$ cat config.mk
export PLATFORM = sky130hd
export DESIGN_NAME = itch_msg_framer
export DESIGN_NICKNAME = d
export VERILOG_FILES = /design/src/rtl/itch_msg_framer.sv
export SDC_FILE = /design/constraint.sdc
export NUM_CORES = 1
export LEC_CHECK = 0
export ABC_AREA = 0
export CORE_MARGIN = 2
export CORE_UTILIZATION = 40
export CTS_BUF_LIST = sky130_fd_sc_hd__clkbuf_4 sky130_fd_sc_hd__clkbuf_8
export CTS_CLUSTER_DIAMETER = 120
export DETAILED_ROUTE_END_ITERATION = 8
export PLACE_DENSITY = 0.72
export SYNTH_ARGS = -nofsm -noshare
export SYNTH_HDL_FRONTEND = slang
export SYNTH_SLANG_ARGS = --single-unit
$ cat constraint.sdc
create_clock -name clk -period 4.5 [get_ports clk]
set_clock_uncertainty 0.05 [all_clocks]
set_input_delay 0.9 -clock clk [delete_from_list [all_inputs] [get_ports clk]]
set_output_delay 0.9 -clock clk [all_outputs]
set_load 0.05 [all_outputs]
$ cat src/rtl/itch_msg_framer.sv
// ----------------------------------------------------------------------------
// itch_msg_framer
//   Splits the MoldUDP64 message block of a packet into individual ITCH
//   messages. Each message's 2-byte big-endian length prefix is stripped and
//   its body bytes are emitted with start/end flags, type, declared length and
//   per-message sequence number. All outputs are registered (1-cycle latency).
//
// Ports
//   clk, reset        rising-edge clock, synchronous active-high reset
//   in_valid/in_byte  one payload byte per cycle, no backpressure
//   in_start          first byte of the message block (first length byte)
//   in_last           last byte of the packet
//   in_msg_count      MoldUDP64 message count, sampled on in_start
//   in_seq_num        MoldUDP64 sequence number, sampled on in_start
//   out_valid/out_byte  message body byte
//   out_sop/out_eop     first / last body byte of a message
//   out_type/out_len/out_seq  per-message fields, updated on out_sop
//   out_trunc         packet ended before the message was complete (with eop)
//   out_err           one-cycle framing error pulse
//   pkt_done          one-cycle pulse after the in_last byte was consumed
// ----------------------------------------------------------------------------
module itch_msg_framer #(
    parameter int unsigned MAX_MSG_LEN = 64
) (
    input  logic        clk,
    input  logic        reset,
    input  logic        in_valid,
    input  logic [7:0]  in_byte,
    input  logic        in_start,
    input  logic        in_last,
    input  logic [15:0] in_msg_count,
    input  logic [63:0] in_seq_num,
    output logic        out_valid,
    output logic [7:0]  out_byte,
    output logic        out_sop,
    output logic        out_eop,
    output logic [7:0]  out_type,
    output logic [15:0] out_len,
    output logic [63:0] out_seq,
    output logic        out_trunc,
    output logic        out_err,
    output logic        pkt_done
);

    typedef enum logic [2:0] {
        S_IDLE, S_LEN_HI, S_LEN_LO, S_BODY, S_DRAIN
    } state_e;

    localparam logic [15:0] MAX_LEN = 16'(MAX_MSG_LEN);

    state_e      state_q, state_d;
    logic [15:0] count_q, count_d;
    logic [63:0] seq_q,   seq_d;
    logic [15:0] len_q,   len_d;
    logic [15:0] rem_q,   rem_d;

    logic        out_valid_q, out_valid_d;
    logic [7:0]  out_byte_q,  out_byte_d;
    logic        out_sop_q,   out_sop_d;
    logic        out_eop_q,   out_eop_d;
    logic [7:0]  out_type_q,  out_type_d;
    logic [15:0] out_len_q,   out_len_d;
    logic [63:0] out_seq_q,   out_seq_d;
    logic        out_trunc_q, out_trunc_d;
    logic        out_err_q,   out_err_d;
    logic        pkt_done_q,  pkt_done_d;

    // Shared byte decode. An in_start byte restarts the block no matter where
    // the FSM is, so the byte is interpreted in the state it would have from
    // IDLE, with the freshly sampled count and sequence number.
    logic        start_w, last_w, consume_w, heartbeat_w;
    logic        body_first, body_end;
    state_e      cur_st;
    logic [15:0] cur_count;
    logic [63:0] cur_seq;
    logic [15:0] len_full;

    assign start_w     = in_valid && in_start;
    assign last_w      = in_valid && in_last;
    assign consume_w   = in_valid && (in_start || (state_q != S_IDLE));
    assign heartbeat_w = (in_msg_count == 16'h0000) || (in_msg_count == 16'hFFFF);
    assign cur_st      = start_w ? (heartbeat_w ? S_DRAIN : S_LEN_HI) : state_q;
    assign cur_count   = start_w ? in_msg_count : count_q;
    assign cur_seq     = start_w ? in_seq_num : seq_q;
    assign len_full    = {len_q[15:8], in_byte};
    // remaining starts at len and only decreases, so equality marks byte 0.
    assign body_first  = (rem_q == len_q);
    assign body_end    = (rem_q == 16'd1);

    // State register and all datapath / output registers.
    always_ff @(posedge clk) begin
        if (reset) begin
            state_q     <= S_IDLE;
            count_q     <= '0;
            seq_q       <= '0;
            len_q       <= '0;
            rem_q       <= '0;
            out_valid_q <= 1'b0;
            out_byte_q  <= '0;
            out_sop_q   <= 1'b0;
            out_eop_q   <= 1'b0;
            out_type_q  <= '0;
            out_len_q   <= '0;
            out_seq_q   <= '0;
            out_trunc_q <= 1'b0;
            out_err_q   <= 1'b0;
            pkt_done_q  <= 1'b0;
        end else begin
            // NOTE: non-blocking so every register samples pre-edge values.
            state_q     <= state_d;
            count_q     <= count_d;
            seq_q       <= seq_d;
            len_q       <= len_d;
            rem_q       <= rem_d;
            out_valid_q <= out_valid_d;
            out_byte_q  <= out_byte_d;
            out_sop_q   <= out_sop_d;
            out_eop_q   <= out_eop_d;
            out_type_q  <= out_type_d;
            out_len_q   <= out_len_d;
            out_seq_q   <= out_seq_d;
            out_trunc_q <= out_trunc_d;
            out_err_q   <= out_err_d;
            pkt_done_q  <= pkt_done_d;
        end
    end

    // Next-state and datapath update.
    always_comb begin
        // NOTE: defaults first so no path leaves a variable unassigned (latch).
        state_d = state_q;
        count_d = count_q;
        seq_d   = seq_q;
        len_d   = len_q;
        rem_d   = rem_q;
        if (consume_w) begin
            count_d = cur_count;
            seq_d   = cur_seq;
            case (cur_st)
                S_LEN_HI: begin
                    len_d   = {in_byte, 8'h00};
                    state_d = S_LEN_LO;
                end
                S_LEN_LO: begin
                    len_d = len_full;
                    if (len_full == 16'd0) begin
                        // Empty message still consumes a count and a sequence number.
                        count_d = cur_count - 16'd1;
                        seq_d   = cur_seq + 64'd1;
                        state_d = (cur_count == 16'd1) ? S_DRAIN : S_LEN_HI;
                    end else if (len_full > MAX_LEN) begin
                        state_d = S_DRAIN;
                    end else begin
                        rem_d   = len_full;
                        state_d = S_BODY;
                    end
                end
                S_BODY: begin
                    rem_d   = rem_q - 16'd1;
                    state_d = S_BODY;
                    if (body_end) begin
                        count_d = cur_count - 16'd1;
                        seq_d   = cur_seq + 64'd1;
                        state_d = (cur_count == 16'd1) ? S_DRAIN : S_LEN_HI;
                    end
                end
                S_DRAIN: state_d = S_DRAIN;
                default: state_d = S_IDLE;
            endcase
            // End of packet overrides whatever the byte would otherwise do.
            if (last_w) begin
                state_d = S_IDLE;
            end
        end
    end

    // Output decode (registered on the next edge).
    always_comb begin
        out_valid_d = 1'b0;
        out_byte_d  = out_byte_q;
        out_sop_d   = 1'b0;
        out_eop_d   = 1'b0;
        out_type_d  = out_type_q;
        out_len_d   = out_len_q;
        out_seq_d   = out_seq_q;
        out_trunc_d = 1'b0;
        out_err_d   = 1'b0;
        pkt_done_d  = 1'b0;
        if (consume_w) begin
            // Resync while a body is open abandons it without an eop.
            if (start_w && (state_q == S_BODY)) begin
                out_err_d = 1'b1;
            end
            case (cur_st)
                S_LEN_HI: out_err_d = out_err_d | last_w;
                S_LEN_LO: out_err_d = out_err_d | last_w | (len_full > MAX_LEN);
                S_BODY: begin
                    out_valid_d = 1'b1;
                    out_byte_d  = in_byte;
                    out_sop_d   = body_first;
                    out_eop_d   = body_end | last_w;
                    out_trunc_d = last_w & ~body_end;
                    out_err_d   = last_w & ~body_end;
                    if (body_first) begin
                        out_type_d = in_byte;
                        out_len_d  = len_q;
                        out_seq_d  = seq_q;
                    end
                end
                default: ;
            endcase
            pkt_done_d = last_w;
        end
    end

    assign out_valid = out_valid_q;
    assign out_byte  = out_byte_q;
    assign out_sop   = out_sop_q;
    assign out_eop   = out_eop_q;
    assign out_type  = out_type_q;
    assign out_len   = out_len_q;
    assign out_seq   = out_seq_q;
    assign out_trunc = out_trunc_q;
    assign out_err   = out_err_q;
    assign pkt_done  = pkt_done_q;

endmodule

After elaboration in Yosys (flattened, before gate mapping)
Cells that the tools add are included.
Widths: inputs -> output; s select.

cells by class
  $add $sub $neg = 3
  magnitude comparators = 1
  equality and inequality tests = 11
  multiplexer cells = 24
  bitwise operators = 8
  reductions and logical operators = 18

operators by type and width
  kind                   count
  $mux 64                3
  $pmux 64 s2            1
  $pmux 16 s2            3
  $mux 16                5
  $add 64x1->64 const B  1
  $eq 16x1->1 const B    2
  $logic_not 16->1       2
  $sub 16x1->16 const B  2
  $mux 3                 7
  $eq 16x16->1           1
  $eq 16x16->1 const B   1
  $gt 16x7->1 const B    1
  $pmux 3 s4             1
  $eq 3x2->1 const B     3
  $reduce_and 3->1       2
  $logic_and 1x1->1      4
  $ne 2x2->1 const B     2
  $not 1->1              4
  $reduce_and 2->1       2
  $reduce_and 4->1       1
  $reduce_bool 2->1      2
  $eq 3x1->1 const B     1
  $eq 3x3->1 const B     1
  $mux 1                 3
  other kinds (7)        10

word-level totals
  register bits = 217
  input port bits = 93
  output and inout port bits = 102
  word-level logic and storage cells = 81

Logic depth before layout (Yosys ltp)
Gate-level depths: netlist (run 1).

  depth in word-level cells = 7
  mapped depth = 15

Worst setup path before layout (run 1)
OpenSTA, ideal clock, no wires.

  path type = input -> register
  start point = in in_valid
  end point = reg seq_q[8]
  library setup time = 0.074 ns
  data arrival time = 3.637 ns
  slack = 0.739 ns
  stages on the path = 14
  path buffers = 5
  cell sequence = nand2_1 buf_2 buf_1 buf_2 buf_2 clkbuf_1 nand2_1 nand2_1 ha_1 o21a_1 nand2b_1 or3b_1 a211o_1 a31oi_1

on the way
  cells in the longest elaborated chain, start to end = 5
  elaborated cells on any way between the ends = 10

ends and longest elaborated chain
  element                            RTL line  source
  start, declared                    27        input logic in_valid,
  $logic_and 1x1->1                  78        assign start_w = in_valid && in_start;
  $mux 64                            84        assign cur_seq = start_w ? in_seq_num : seq_q;
  $add 64x1->64                      149, 163
  $mux 64, on equally long branches  161, 146
  $pmux 64 s2                        139       case (cur_st)
  end signal, assigned               112       seq_q <= seq_d;
  end, declared                      53        logic [63:0] seq_q, seq_d;

Several ways; a longest one is shown, not always the timed one.
A chain may end at the register's enable or synchronous reset.

Final worst setup path (run 1)
  start point = in in_start
  end point = reg seq_q[54]

on the way
  cells in the longest elaborated chain, start to end = 5
  elaborated cells on any way between the ends = 11

ends and longest elaborated chain
  element                            RTL line  source
  start, declared                    29        input logic in_start,
  $logic_and 1x1->1                  78
  $mux 64                            84
  $add 64x1->64                      149, 163
  $mux 64, on equally long branches  161, 146
  $pmux 64 s2                        139

Several ways; a longest one is shown, not always the timed one.

==> summary.md, run 1 <==
| Metric | Value |
|---|---|
| Status | `finished, final reports clean` |
| Largest net degree at the start of global routing | `111` |
| Flop pwr share | `0.442` |
| Antenna Nets Post-Route | `0` |
| Seq cells post-synth | `217` |
| Crit-path max cell delay | `0.54 ns` |
| Worst vdd ir | `0.000199 V` |
| Ant. Diodes | `0` |
| Fin nets | `1810` |
| Post-CTS Hold Buffers | `0` |
| Net Count, Synth | `1654` |
| RSZ-0062 raised after global routing | `no` |
| Final period util | `0.839` |
| Int Power | `3.39 mW` |
| Worst skew pair latency | `0.55 ns` |
| Hold WS | `0.412 ns` |
| Combinational power share | `0.109` |
| Family with the most delay on the worst path | `simple AND/OR/NAND/NOR gates` |
| Vias in the first global route | `11748` |
| CTS tree | `built` |
| Total wire length | `39600 um` |
| Sw frac | `0.264` |
| DR vias/cell | `5.98` |
| Slowest-stage cell, CP | `or4_1` |
| Actual slew at the worst max-slew pin | `1.01 ns` |
| Hold Crit Class | `register to register` |
| Final instance count without filler cells | `2131` |
| EDFF count, synth | `0` |
| Root cell of the clock tree | `clkbuf_8` |
| Post-route DRC | `0` |
| Starting Density | `0.406` |
| H-tree depth | `2` |
| Async set-reset flop share out of synthesis | `0` |
| Post-CTS Setup Bufs | `0` |
| Slew HR | `0.323` |
| Worst Path Max Fanout | `45` |
| Final setup violation count | `0` |
| Setup TNS | `0 ns` |
| Overall power | `4.60 mW` |
| Multi-input logic area | `7150 um^2` |
| Pwr dens | `303 nW/um^2` |
| I/O pin cnt | `195` |
| DP Wirelength | `27400 um` |
| Setup WS pre-CTS | `0.294 ns` |
| Leak Pwr | `5.16 nW` |
| CTS Buf Count | `39` |
| Full die area | `31400 um^2` |
| Worst-path cell chain | `clkdlybuf4s50_1, and2_4, buf_4, nand3_1, a21o_1, nor4_1, nand4_1, or4_1, a31oi_1` |
| Syn Area/Cell | `7.72 um^2` |
| Sw power | `1.22 mW` |
| Max Slew Vio Count | `0` |
| First-pass GRT wire length | `62800 um` |
| Commonest non-fill, non-tap cell in the layout | `dfxtp_1` |
| Share of cells above drive strength 1 | `0.0787` |
| Dpl cell area | `14300 um^2` |
| Maximum root-to-sink buffer count | `3` |
| Starting DRT DRC Count | `1443` |
| GRT Total Usage | `0.246` |
| Seq/Total Area, Yosys | `0.362` |
| Placed Instances | `2061` |
| Worst setup margin | `0.724 ns` |
| CP Launch Type | `input port` |
| Minimum clock period | `3.78 ns` |
| Grt total ovfl | `0` |
| Clk pwr share | `0.449` |
| Fin util | `0.514` |
| Crit path buf inv count | `2` |
| Post-Synthesis Cells | `1556` |
| Die Wd | `177 um` |
| Die Y | `177 um` |
| Critical Path AT | `4.17 ns` |
| Top_reg_cell synth | `dfxtp_1` |
| Synth Warn # | `0` |
| Buffers on Ports | `194` |
| Synthesis-to-finish area growth | `26.5%` |
| Fill count | `2801` |
| First drt pass iteration count | `6` |
| # rows | `63` |
| Initial antenna violation count | `1` |
| Crit path required time | `4.89 ns` |
| RePlAce Congestion | `0.930` |
| Vias | `12752` |
| Routed len/inst | `18.6 um` |
| Distinct cell type count after synthesis | `74` |
| Storage cell area | `4340 um^2` |
| Core box area | `29600 um^2` |
| TritonCTS sink count | `217` |
| Area of the mapped netlist | `12000 um^2` |
| Peak Freq | `265 MHz` |
| Resize count post-CTS | `0` |
| Clock-pin slew on the worst setup and hold paths | `0.06 ns` |
| Endpoint class of the critical path | `register` |
| Final Instance Area | `15200 um^2` |
| Most frequent cells in the layout | `dfxtp_1, nor2_1, clkdlybuf4s50_1` |
| Final hold vios | `0` |
| CP Class | `input port to register` |
| Max Cap Viol | `0` |
-- flip-flops by register name, summed over array words and instances, names as in the netlist --
| name | count |
|---|---|
| out_seq | 64 |
| seq_q | 64 |
| count_q | 16 |
| len_q | 16 |
| out_len | 16 |
| rem_q | 16 |
| out_byte | 8 |
| out_type | 8 |
| state_q | 3 |
| out_eop | 1 |
| out_err | 1 |
| out_sop | 1 |
| out_trunc | 1 |
| out_valid | 1 |
| pkt_done | 1 |
-- worst register-to-register path, cell delays in order, from the launching register on --
cell and delay, ns:
dfxtp_1 0.57, nor2b_1 0.43, nand3_1 0.24, nor4_4 0.32
buf_4 0.21, o21a_1 0.24, nand4_1 0.41, or4_1 0.55
a31oi_1 0.16
-- area by class of cell --
class	instances	area share
multi-input combinational	1208	0.471
tap	390	0.0321
timing repair buffer	233	0.150
clock inverter	9	0.00667
sequential	217	0.286
inverter	13	0.00321
clock buffer	61	0.0512
-- logic make-up (layout without fill, tap and decap cells) --
kind of cell | count (synthesis) | in the layout | share of synthesized area
AO/OA/AOI/OAI | 429 | 429 | 0.223
XOR/XNOR | 20 | 20 | 0.0146
adder cells (fa/ha/maj) | 5 | 5 | 0.00521
buffers and inverters | 131 | 316 | 0.0460
flip-flops | 217 | 217 | 0.362
multiplexers | 109 | 109 | 0.0913
AND/OR/NAND/NOR | 645 | 645 | 0.258
-- path summary, 6_finish.rpt --
path,from,endpoint,slack [ns],cells past startpoint
max,in_start,seq_q[54]$_SDFFE_PP0P_,0.72,9
min reg2reg,out_byte[6]$_SDFFE_PP0N_,out_byte[6]$_SDFFE_PP0N_,0.41,2
min,out_byte[6]$_SDFFE_PP0N_,out_byte[6]$_SDFFE_PP0N_,0.41,2
max reg2reg,state_q[1]$_SDFFE_PP0P_,seq_q[54]$_SDFFE_PP0P_,1.24,8
-- power groups by stage --
| stage | Clock, mW | Sequential (mW) | Combinational, mW |
|---|---|---|---|
| 2_1_floorplan | 0 | 2.05 | 0.284 |
| 3_3_place_gp | 0 | 2.07 | 0.479 |
| 3_5_place_dp | 0 | 2.07 | 0.488 |
| 4_1_cts | 2.10 | 2.03 | 0.491 |
| 5_1_grt | 2.19 | 2.04 | 0.544 |
| 6_report | 2.07 | 2.04 | 0.500 |
-- per-layer routing --
layer,GRT usage,vias to the layer above,routed length (um)
met4,0.0981,2,1310
li1,-,6022,-
met1,0.335,5973,17100
met2,0.383,656,17800
met3,0.0447,99,3370
met5,0,-,16
-- synthesized netlist by cell type (all sizes together) (9+ instances only) --
cell,count,area [um^2]
a211oi,21,158
nand2,168,631
nor2,199,747
nand3,81,405
nor4,20,170
and3,20,125
a31oi,39,244
mux2i,105,1050
buf,47,236
and2,12,75.1
nand4,41,257
dfxtp,217,4340
a21o,9,67.6
o21ai,127,636
clkbuf,71,267
a21oi,104,521
a22oi,43,323
nor3,44,230
a22o,12,105
xor2,18,158
nand2b,12,75.1
inv,13,48.8
Note: power is estimated with default switching activity, not from simulation.
==> run 2: changes to the inputs <==
Clock period 4.5 ns to 3.54 ns, I/O delays scaled along.
==> run 2 against run 1 <==
Against the previous run: worst hold slack got worse by 0.00061 ns; global-route usage up 0.93 points; cell area up 4.9%; highest routed layer is now met4; critical path depth up 3; clock power increased by 30%; combinational power up 35%; largest cell class unchanged; critical path type unchanged; sequential power is 27% higher; final cell count grew 4.2%; register-to-register slack got worse by 0.72 ns; sequential share of layout area down 1.3 points; critical endpoint is now seq_q[48]$_SDFFE_PP0P_; sequential cell count stayed put; non-clock buffer count grew 91.
==> summary.md, run 2 (same netlist as run 1, synthesis figures left out) <==
| Metric | Value |
|---|---|
| Final setup violation count | `0 (unchanged)` |
| CP dominant cell by count | `buf_4` |
| Family with the most delay on the worst path | `buffers and inverters (was simple AND/OR/NAND/NOR gates)` |
| Worst vdd ir | `0.000226 V (was 0.000199 V)` |
| Final hold vios | `0 (unchanged)` |
| Full die area | `31400 um^2 (unchanged)` |
| Actual slew at the worst max-slew pin | `1.05 ns (was 1.01 ns)` |
| Pwr dens | `373 nW/um^2 (was 303 nW/um^2)` |
| Synthesis-to-finish area growth | `32.7% (was 26.5%)` |
| Storage cell area | `4340 um^2 (unchanged)` |
| Crit path buf inv count | `4 (was 2)` |
| Clock-pin slew on the worst setup and hold paths | `0.06 ns (about the same)` |
| CTS Buf Count | `39 (unchanged)` |
| Crit path required time | `3.88 ns (was 4.89 ns)` |
| Final instance count without filler cells | `2221 (was 2131)` |
| Largest net degree at the start of global routing | `98 (was 111)` |
| # rows | `63 (unchanged)` |
| Max Cap Viol | `0 (unchanged)` |
| Commonest non-fill, non-tap cell in the layout | `dfxtp_1 (unchanged)` |
| Share of cells above drive strength 1 | `0.124 (was 0.0787)` |
| Worst skew pair latency | `0.55 ns (about the same)` |
| Hold Crit Class | `register to register (unchanged)` |
| I/O pin cnt | `195 (unchanged)` |
| Minimum clock period | `3.15 ns` |
| Starting Density | `0.406 (unchanged)` |
| Slew HR | `0.293 (was 0.323)` |
| Post-CTS Setup Bufs | `0 (unchanged)` |
| Crit-path max cell delay | `0.57 ns (was 0.54 ns)` |
| H-tree depth | `2 (unchanged)` |
| Ant. Diodes | `0 (unchanged)` |
| Fin nets | `1901 (was 1810)` |
| CTS tree | `built (unchanged)` |
| Buffers on Ports | `194 (unchanged)` |
| Endpoint class of the critical path | `register (unchanged)` |
| Routed len/inst | `18.4 um (was 18.6 um)` |
| Post-CTS Hold Buffers | `0 (unchanged)` |
| Peak Freq | `318 MHz` |
| Total wire length | `40900 um (was 39600 um)` |
| Vias in the first global route | `12223 (was 11748)` |
| Fill count | `2780 (was 2801)` |
| Critical Path AT | `3.49 ns (was 4.17 ns)` |
| First-pass GRT wire length | `64700 um (was 62800 um)` |
| Die Wd | `177 um (unchanged)` |
| Antenna Nets Post-Route | `0 (unchanged)` |
| RSZ-0062 raised after global routing | `no (unchanged)` |
| Most frequent cells in the layout | `dfxtp_1, nor2_1, clkdlybuf4s50_1 (unchanged)` |
| Die Y | `177 um (unchanged)` |
| Worst R2R Start | `state_q[2]$_SDFFE_PP0P_ (was state_q[1]$_SDFFE_PP0P_)` |
| Starting DRT DRC Count | `1379 (was 1443)` |
| Grt total ovfl | `0 (unchanged)` |
| CP Launch Point | `in_start (unchanged)` |
| Root cell of the clock tree | `clkbuf_8 (unchanged)` |
| DP Wirelength | `28800 um (was 27400 um)` |
| Placed Instances | `2152 (was 2061)` |
| Initial antenna violation count | `0 (was 1)` |
| Worst-path cell chain | `clkdlybuf4s50_1, buf_4, buf_12, and4_1, a31oi_1, a21o_1, nor4_1, nand4b_1, buf_4, a211oi_1, mux2i_1, o21ai_0 (was clkdlybuf4s50_1, and2_4, buf_4, nand3_1, a21o_1, nor4_1, nand4_1, or4_1, a31oi_1)` |
| CP Class | `input port to register (unchanged)` |
| Leak Pwr | `5.63 nW (was 5.16 nW)` |
| Resize count post-CTS | `0 (unchanged)` |
| Max Slew Vio Count | `0 (unchanged)` |
| Status | `finished, final reports clean (unchanged)` |
| Maximum root-to-sink buffer count | `3 (unchanged)` |
| Overall power | `5.95 mW (was 4.60 mW)` |
| Core box area | `29600 um^2 (unchanged)` |
| RePlAce Congestion | `0.909 (was 0.930)` |
| Slowest-stage cell, CP | `clkdlybuf4s50_1 (was or4_1)` |
| Post-route DRC | `0 (unchanged)` |
| TritonCTS sink count | `217 (unchanged)` |
| DR vias/cell | `5.87 (was 5.98)` |
| Multi-input logic area | `7150 um^2 (unchanged)` |
| First drt pass iteration count | `7 (was 6)` |
| GRT Total Usage | `0.255 (was 0.246)` |
| Worst Path Max Fanout | `18 (was 45)` |
| Hold Crit Start | `out_byte[6]$_SDFFE_PP0N_ (unchanged)` |
| CP Launch Type | `input port (unchanged)` |
| Final period util | `0.889` |
| Vias | `13036 (was 12752)` |
-- run 2: changes by cell type in the layout (fill, tap and decap cells not counted), sizes merged --
cell,delta
clkbuf,-2
bufinv,+1
buf,+91
-- run 2: per-layer routing --
layer,up-vias,GRT usage,part of all wire,wire (um)
li1,6202,-,-,-
met2,640,0.399,0.45,18300
met4,0,0.115,0.039,1600
met5,-,0,0,0
met3,108,0.0460,0.078,3170
met1,6086,0.342,0.44,17800
-- run 2: path summary, 6_finish.rpt --
| check | end | slack (ns) | cells after the start |
|---|---|---|---|
| max | seq_q[48]$_SDFFE_PP0P_ | 0.39 | 12 |
| min | out_byte[6]$_SDFFE_PP0N_ | 0.41 | 2 |
| max reg2reg | seq_q[45]$_SDFFE_PP0P_ | 0.52 | 11 |
| min reg2reg | out_byte[6]$_SDFFE_PP0N_ | 0.41 | 2 |
-- run 2: worst register-to-register path, cell delays in order (launching register included) --
cell and delay (ns):
dfxtp_1 0.38, nor2b_1 0.41, nand3_1 0.27, buf_4 0.21
nor4_1 0.33, buf_4 0.19, o21ai_1 0.12, nor3_2 0.19
buf_4 0.17, nand2_1 0.07, or4_1 0.40, a31oi_1 0.16
-- run 2: power by group --
group / internal (mW) / leakage, nW / switching [mW] / total, mW
clock: 1.57 / 0.465 / 1.11 / 2.69
combinational: 0.292 / 3.41 / 0.386 / 0.677
sequential: 2.50 / 1.76 / 0.0868 / 2.59
total: 4.37 / 5.63 / 1.58 / 5.95
-- run 2: final cells by class --
class,instances,area share
Sequential cell,217,0.273
Timing Repair Buffer,324,0.190
Multi-Input combinational cell,1208,0.448
Clock buffer,59,0.0470
Inverter,13,0.00306
Clock inverter,10,0.00825
Tap cell,390,0.0306
-- run 2: through the flow --
stage               utilization  cell area, um^2  hold WS [ns]  setup slack [ns]  TNS, ns
global placement          0.509            15100         0.402           -0.0720   -0.242
global route              0.539            15900         0.432             0.180        0
floorplan                     -            12000         0.395            0.0636        0
CTS                       0.539            15900         0.413             0.452        0
detailed placement        0.509            15100         0.405            -0.113   -0.651
finish                    0.539            15900         0.412             0.393        0
